--- config.mk ---
export PLATFORM = sky130hd
export DESIGN_NAME = jt7759_rom_arb
export DESIGN_NICKNAME = d
export VERILOG_FILES = /design/src/rtl/jt7759_rom_arb.sv
export SDC_FILE = /design/constraint.sdc
export NUM_CORES = 1
export LEC_CHECK = 0
export CELL_PAD_IN_SITES_DETAIL_PLACEMENT = 0
export CELL_PAD_IN_SITES_GLOBAL_PLACEMENT = 1
export CORE_MARGIN = 10
export CORE_UTILIZATION = 43
export CTS_CLUSTER_DIAMETER = 50
export DETAILED_ROUTE_END_ITERATION = 10
export PLACE_DENSITY_LB_ADDON = 0.1
export SYNTH_ARGS = -nofsm -noshare
export SYNTH_HDL_FRONTEND = slang
export SYNTH_SLANG_ARGS = --single-unit
export TNS_END_PERCENT = 100
--- constraint.sdc ---
create_clock -name clk -period 3.3 [get_ports clk]
set_input_delay 0.99 -clock clk [delete_from_list [all_inputs] [get_ports clk]]
set_output_delay 0.99 -clock clk [all_outputs]
set_load 0.01 [all_outputs]
--- src/rtl/jt7759_rom_arb.sv ---
`timescale 1ns/1ps
`default_nettype none
// jt7759_rom_arb - shares the sample-ROM port between the control FSM and the
// ADPCM decoder, with a one-entry read cache per side and a wait timeout. rev 1.0
module jt7759_rom_arb #(
    parameter int         AW   = 17,
    parameter logic [7:0] TOUT = 8'd255
) (
    input  logic          clk,
    input  logic          rst_n,
    input  logic          ctl_cs,
    input  logic [AW-1:0] ctl_addr,
    output logic [7:0]    ctl_data,
    output logic          ctl_ok,
    input  logic          dec_cs,
    input  logic [AW-1:0] dec_addr,
    output logic [7:0]    dec_data,
    output logic          dec_ok,
    output logic          rom_cs,
    output logic [AW-1:0] rom_addr,
    input  logic [7:0]    rom_data,
    input  logic          rom_ok,
    output logic          tout_err
);

    typedef enum logic [1:0] {
        IDLE = 2'd0,
        HIT  = 2'd1,
        BUSY = 2'd2,
        DONE = 2'd3
    } state_t;

    state_t        r_state;
    logic          r_sel_dec;
    logic          r_last_dec;
    logic [7:0]    r_cnt;
    logic          r_ctl_vld;
    logic          r_dec_vld;
    logic [AW-1:0] r_ctl_caddr;
    logic [AW-1:0] r_dec_caddr;
    logic [7:0]    r_ctl_cdata;
    logic [7:0]    r_dec_cdata;
    logic          r_ctl_ok;
    logic          r_dec_ok;
    logic          r_tout;
    logic [7:0]    r_ctl_data;
    logic [7:0]    r_dec_data;
    logic          r_rom_cs;
    logic [AW-1:0] r_rom_addr;

    logic          w_ctl_hit;
    logic          w_dec_hit;
    logic          w_ctl_miss;
    logic          w_dec_miss;
    logic          w_gnt_dec;
    logic          w_gnt_cs;
    logic [7:0]    w_cnt_nxt;
    logic          w_rom_acc;
    logic          w_tout;

    assign w_ctl_hit  = ctl_cs & r_ctl_vld & (ctl_addr == r_ctl_caddr);
    assign w_dec_hit  = dec_cs & r_dec_vld & (dec_addr == r_dec_caddr);
    assign w_ctl_miss = ctl_cs & ~w_ctl_hit;
    assign w_dec_miss = dec_cs & ~w_dec_hit;
    // On a tie the side that did not win the previous grant goes first.
    assign w_gnt_dec  = w_dec_miss & (~w_ctl_miss | ~r_last_dec);
    assign w_gnt_cs   = r_sel_dec ? dec_cs : ctl_cs;
    assign w_cnt_nxt  = r_cnt + 8'd1;
    // r_cnt is still zero in the first BUSY cycle, where an ok may be stale.
    assign w_rom_acc  = rom_ok & (r_cnt != 8'd0);
    assign w_tout     = (w_cnt_nxt == TOUT);

    always_ff @(posedge clk or negedge rst_n) begin
        if (!rst_n) begin
            r_state     <= IDLE;
            r_sel_dec   <= 1'b0;
            r_last_dec  <= 1'b0;
            r_cnt       <= 8'd0;
            r_ctl_vld   <= 1'b0;
            r_dec_vld   <= 1'b0;
            r_ctl_caddr <= '0;
            r_dec_caddr <= '0;
            r_ctl_cdata <= 8'd0;
            r_dec_cdata <= 8'd0;
            r_ctl_ok    <= 1'b0;
            r_dec_ok    <= 1'b0;
            r_tout      <= 1'b0;
            r_ctl_data  <= 8'd0;
            r_dec_data  <= 8'd0;
            r_rom_cs    <= 1'b0;
            r_rom_addr  <= '0;
        end else begin
            r_ctl_ok <= 1'b0;
            r_dec_ok <= 1'b0;
            r_tout   <= 1'b0;
            case (r_state)
                IDLE: begin
                    if (w_dec_hit) begin
                        r_dec_ok   <= 1'b1;
                        r_dec_data <= r_dec_cdata;
                        r_state    <= HIT;
                    end else if (w_ctl_hit) begin
                        r_ctl_ok   <= 1'b1;
                        r_ctl_data <= r_ctl_cdata;
                        r_state    <= HIT;
                    end else if (w_ctl_miss | w_dec_miss) begin
                        r_sel_dec  <= w_gnt_dec;
                        r_last_dec <= w_gnt_dec;
                        r_rom_cs   <= 1'b1;
                        r_rom_addr <= w_gnt_dec ? dec_addr : ctl_addr;
                        r_cnt      <= 8'd0;
                        r_state    <= BUSY;
                    end
                end
                HIT: begin
                    r_state <= IDLE;
                end
                BUSY: begin
                    r_cnt <= w_cnt_nxt;
                    if (!w_gnt_cs) begin
                        r_rom_cs <= 1'b0;
                        r_state  <= IDLE;
                    end else if (w_rom_acc || w_tout) begin
                        r_rom_cs <= 1'b0;
                        r_state  <= DONE;
                        r_tout   <= ~w_rom_acc;
                        if (r_sel_dec) begin
                            r_dec_ok    <= 1'b1;
                            r_dec_data  <= w_rom_acc ? rom_data : 8'h00;
                            r_dec_vld   <= w_rom_acc;
                            r_dec_caddr <= r_rom_addr;
                            r_dec_cdata <= rom_data;
                        end else begin
                            r_ctl_ok    <= 1'b1;
                            r_ctl_data  <= w_rom_acc ? rom_data : 8'h00;
                            r_ctl_vld   <= w_rom_acc;
                            r_ctl_caddr <= r_rom_addr;
                            r_ctl_cdata <= rom_data;
                        end
                    end
                end
                DONE: begin
                    r_state <= IDLE;
                end
                default: begin
                    r_state <= IDLE;
                end
            endcase
        end
    end

    assign ctl_data = r_ctl_data;
    assign ctl_ok   = r_ctl_ok;
    assign dec_data = r_dec_data;
    assign dec_ok   = r_dec_ok;
    assign rom_cs   = r_rom_cs;
    assign rom_addr = r_rom_addr;
    assign tout_err = r_tout;

endmodule
`default_nettype wire

==> reports/qor.csv, run 1 <==
metric,value,unit
power_density,821.2,nW/um^2
clock-sinks,100,
ctsLongestPathBuffers,2,
critPathMaxFanout,9,
timing.final.ws_setup,126.6,ps
grt_overflow_total,0,
hpwl,7592,microns
status,"finished, final reports clean",
final_core_util,56.04,%
required,3550,ps
fmax,315.1,MHz
holdPathEnd,r_ctl_vld$_DFFE_PN0P_,
final_common_cell,dfrtp_1,
synthArstFlopShare,100.0,%
clk_pin_slew,100,ps
worst_clock_skew,14.17,ps
fin_crit,3173,ps
avgSynthCellArea,12.72,sq um
worst_r2r_startpoint,r_cnt[1]$_DFFE_PN0P_,
timing.rr.end,dec_data[4]$_DFFE_PN0P_,
cp-start-kind,input port,
min_period_over_period,96.16,%
hold_buffers,0,
worstSkewPairLatency,370,ps
cp.arrival,3420,ps
hp-start,r_ctl_vld$_DFFE_PN0P_,
critPathCaptureType,flop,
die_y,125.6,microns
die_w,125.6,microns
drc_errors,0,
cts-htree-levels,3,
insertedDiodeCount,0,
syn_to_final_growth,27.24,%
critical_path_class,input port to flop,
wl_per_cell,17.01,microns
maxCapViolCount,0,
dr_total_vias,3148,
rows,38,
cts_tree,built,
hold_viol,0,
finalSetupTns,0,ps
leakagePower,0.002713,uW
ys_ff_latch,100,
nNetsFinal,519,
synth_edf_count,0,
cts_buffers,9,
worstHoldPathCells,2,
grt_pass1_vias,3337,
core,10890,sq um
hp-class,flop to flop,
final_cell_mix,"dfrtp_1 (100), clkdlybuf4s50_1 (82), xor2_1 (28)",
port_buffers,83,
synth_fp_nets,427,
root_buffer,clkbuf_8,
fillers,946,
first_pass_iters,4,
setup_viol,0,
rsz0062_at_grt,no,
slew_headroom,27.26,%
wl,10450,microns
io-pin-count,84,
start_util,44.05,%
antenna_found_initial,0,
drt_iter0_drc,160,
final_area,6102,sq um
ir_drop,0.4084,mV
drive_above_1_share,18.99,%
syn_inst,377,
worst_pin_slew,1087,ps
crit_start,dec_addr[9],
seq_area_frac_synth,52.18,%
syn-cell-area,4796,sq um
grtUsageTotal,13.38,%
drtAntennaViolNets,0,
pre_cts_ws,-414.2,ps
r2r_slack,500,ps
routed_via_density,5.127,
drv_slew,0,
r2r_cells,9,
grt_pass1_wl,17460,microns
grt_max_degree,53,
placed_area,5859,sq um
dieArea,15780,sq um
yosys.cell_types.count,42,
gp_congestion,0.7551,
synth_ff_type,dfrtp_1,
yosysWarnings,0,
## per-layer routing
| metal | global-route usage [%] | up-vias | part of all wire (%) |
|---|---|---|---|
| li1 | - | 1523 | - |
| met1 | 16.49 | 1550 | 45 |
| met2 | 21.88 | 63 | 48 |
| met3 | 4.111 | 12 | 5.4 |
| met4 | 4.268 | 0 | 1.2 |
| met5 | 0 | - | 0 |
## cells in the mapped netlist (2+ instances only)
cell / instances / area, sq um
buf_6: 4 / 45.04
mux2_2: 27 / 304.0
nand3_1: 4 / 20.02
nand4_1: 4 / 25.02
dfrtp_1: 100 / 2502
mux2i_1: 19 / 190.2
xnor2_1: 10 / 87.58
nand3b_1: 2 / 15.01
a21o_1: 3 / 22.52
nand2_1: 13 / 48.80
xor2_1: 28 / 245.2
or2_2: 2 / 12.51
o21ai_0: 4 / 20.02
nand2b_1: 2 / 12.51
buf_2: 4 / 20.02
mux2_4: 16 / 240.2
nor3_1: 3 / 15.01
nor2b_1: 2 / 12.51
mux2_1: 25 / 281.5
nor4_1: 7 / 43.79
inv_1: 8 / 30.03
ha_1: 3 / 37.54
a21oi_1: 18 / 90.09
nor2_1: 23 / 86.33
clkbuf_1: 9 / 33.78
a22o_1: 21 / 183.9
## state kept, by name (all words and copies together) (netlist names), 2 cells and up
signal / cells
r_ctl_caddr: 17
r_dec_caddr: 17
rom_addr: 17
ctl_data: 8
dec_data: 8
r_cnt: 8
r_ctl_cdata: 8
r_dec_cdata: 8
r_state: 2
## worst max-delay path by stage
| stage | to |
|---|---|
| after floorplan | rom_addr[10]$_DFFE_PN0P_ |
| after global placement | ctl_data[6]$_DFFE_PN0P_ |
| after detailed placement | ctl_data[1]$_DFFE_PN0P_ |
| after CTS | ctl_data[2]$_DFFE_PN0P_ |
| after global routing | ctl_data[2]$_DFFE_PN0P_ |
| final | ctl_data[2]$_DFFE_PN0P_ |
## logic make-up after synthesis
logic type	after synthesis	share of synthesized area, %
compound gates	54	8.793
flops	100	52.18
mux	87	21.18
simple gates	68	7.200
buf+inv	27	2.922
fa+ha+maj	3	0.7828
xor+xnor	38	6.940
## critical path: stages
cell and delay (ps):
clkdlybuf4s50_1 440, xor2_1 170, nor4_2 300, buf_4 150, nand3_1 80, or4_1 620, inv_2 140, o41ai_4 80
buf_12 170, mux2_4 290
## cell type report
cell class	count	area, sq um	area share, %
Tap cell	140	175.2	2.871
Inverter	8	30.03	0.4921
Sequential cell	100	2502	41.01
Timing Repair Buffer	100	1018	16.69
Clock inverter	7	80.08	1.312
Multi-Input combinational cell	250	2172	35.60
Clock buffer	9	123.9	2.030
## power breakdown
| part | leakage, uW | switching [uW] | total [uW] | internal (uW) |
|---|---|---|---|---|
| Combinational | 0.00138 | 862 | 2030 | 1170 |
| Clock | 0.000102 | 451 | 812 | 362 |
| Sequential | 0.00123 | 404 | 2170 | 1760 |
| Total | 0.00271 | 1720 | 5010 | 3290 |
## through the flow
stage / power [uW] / instances / hold WS [ps]
after floorplan: 3375 / 377 / 449.7
after global routing: 5370 / 614 / 508.6
after global placement: 4189 / 597 / 465.2
after detailed placement: 4237 / 597 / 470.7
after CTS: 5068 / 613 / 495.5
final: 5011 / 614 / 490.0
## timing repair
action	CTS	global route
setup buffers	0	1
resized for setup	2	2
pin swaps	0	1
setup endpoints to repair	8	8
Note: power is estimated with default switching activity, not from simulation.
==> inputs of run 2 (changes only) <==
Settings changed: SETUP_SLACK_MARGIN set to 0.02.
==> results of run 2 <==
The final DEF is identical to that of run 1; final timing and power are the same.
==> inputs of run 3 (changes only) <==
Settings changed: CORE_UTILIZATION 43 to 38, CTS_BUF_LIST set to sky130_fd_sc_hd__clkbuf_8 sky130_fd_sc_hd__clkbuf_16, PLACE_DENSITY set to 0.77, PLACE_DENSITY_LB_ADDON 0.1 to not set.
Clock period 3.3 ns to 2.9 ns, I/O delays scaled along.
==> reports/qor.csv, run 3 (same netlist as run 1, synthesis figures left out) <==
metric,value,unit
status,"finished, final reports clean",
cp_common_cell,buf_4,
start_util,39.43,%
hpwl,8163,microns
cts_buffers,9,
leakagePower,0.002933,uW
rows,40,
antenna_found_initial,0,
nNetsFinal,532,
critical_path_class,input port to flop,
die_y,132.3,microns
slew_headroom,29.36,%
hold_viol,0,
fillers,1070,
grt_overflow_total,0,
die_w,132.3,microns
setup_viol,0,
final_common_cell,dfrtp_1,
dieArea,17510,sq um
gp_congestion,0.7906,
routed_via_density,4.980,
cts_tree,built,
first_pass_iters,4,
maxCapViolCount,0,
rsz0062_at_grt,no,
clock-sinks,100,
cp.arrival,3060,ps
min_period_over_period,97.43,%
clk_pin_slew,70,ps
grtUsageTotal,13.35,%
syn_to_final_growth,35.14,%
hp-class,input port to asynchronous set/reset pin,
final_core_util,53.29,%
port_buffers,83,
final_area,6481,sq um
drt_iter0_drc,166,
critPathMaxFanout,5,
worstSkewPairLatency,350,ps
critPathTopFamily,simple AND/OR/NAND/NOR gates,
final_cell_mix,"dfrtp_1 (99), clkdlybuf4s50_1 (66), mux2_2 (27)",
critPathMaxStageDelay,580,ps
root_buffer,clkbuf_16,
crit_chain,"clkbuf_2, xor2_1, nor4_2, buf_4, nand3_4, or4_4, inv_4, o41ai_4, buf_4, buf_12, mux2_4",
cp_slowest_cell,or4_4,
cp_num_buf_inv,5,
grt_pass1_wl,18950,microns
hold_buffers,0,
drtAntennaViolNets,0,
wl,11400,microns
cts-htree-levels,3,
worst_clock_skew,7.909,ps
critPathCaptureType,flop,
drc_errors,0,
required,3140,ps
fin_crit,2825,ps
fmax,353.9,MHz
worst_pin_slew,1056,ps
grt_max_degree,57,
io-pin-count,84,
wl_per_cell,17.40,microns
ctsLongestPathBuffers,2,
ir_drop,0.4432,mV
core,12160,sq um
power.total,6185,uW
drv_slew,0,
drive_above_1_share,24.02,%
insertedDiodeCount,0,
dr_total_vias,3262,
cp-start-kind,input port,
placed_area,5959,sq um
grt_pass1_vias,3609,
power_density,954.4,nW/um^2
## run 3: power breakdown
| group | switching (uW) | internal (uW) |
|---|---|---|
| Clock | 561 | 684 |
| Sequential | 489 | 2010 |
| Combinational | 1050 | 1390 |
| Total | 2100 | 4080 |
## run 3: area by class of cell
type / count / area, sq um / share of cell area [%]
Multi-Input combinational cell: 251 / 2283 / 35.23
Inverter: 8 / 32.53 / 0.5019
Clock inverter: 7 / 83.83 / 1.293
Tap cell: 168 / 210.2 / 3.243
Sequential cell: 100 / 2504 / 38.63
Timing Repair Buffer: 112 / 1142 / 17.63
Clock buffer: 9 / 225.2 / 3.475
## run 3: worst paths after layout
kind	slack, ps	startpoint	endpoint	cells past startpoint
worst min register to register	490	r_dec_cdata[7]$_DFFE_PN0P_	r_dec_cdata[7]$_DFFE_PN0P_	1
max in group asynchronous	1880	rst_n	rom_addr[0]$_DFFE_PN0P_	2
worst min-delay path	410	rst_n	r_cnt[7]$_DFFE_PN0P_	1
min in group clk	490	r_dec_cdata[7]$_DFFE_PN0P_	r_dec_cdata[7]$_DFFE_PN0P_	1
worst max-delay path	70	dec_addr[9]	ctl_data[4]$_DFFE_PN0P_	11
worst max register to register	120	r_cnt[0]$_DFFE_PN0P_	ctl_data[0]$_DFFE_PN0P_	9
## run 3: per-stage QoR
step	instances	TNS (ps)	hold slack (ps)	setup slack, ps
after floorplan	377	0	449.7	104.2
after global placement	632	-26200	468.2	-689.3
after global routing	655	0	433.5	21.24
after detailed placement	632	-28440	474.8	-747.3
final	655	0	411.8	74.55
after CTS	654	0	413.4	25.28
## run 3: per-layer routing
metal	wire, microns	global-route usage (%)
met1	5117	16.07
met2	5323	21.48
met3	742	4.992
met4	214	4.401
met5	0	0
## run 3: what timing repair did
item,in CTS,in global routing
pin swaps,9,12
cloned,2,0
buffers inserted,4,1
resized for setup,19,27
endpoints found under the setup margin,46,40
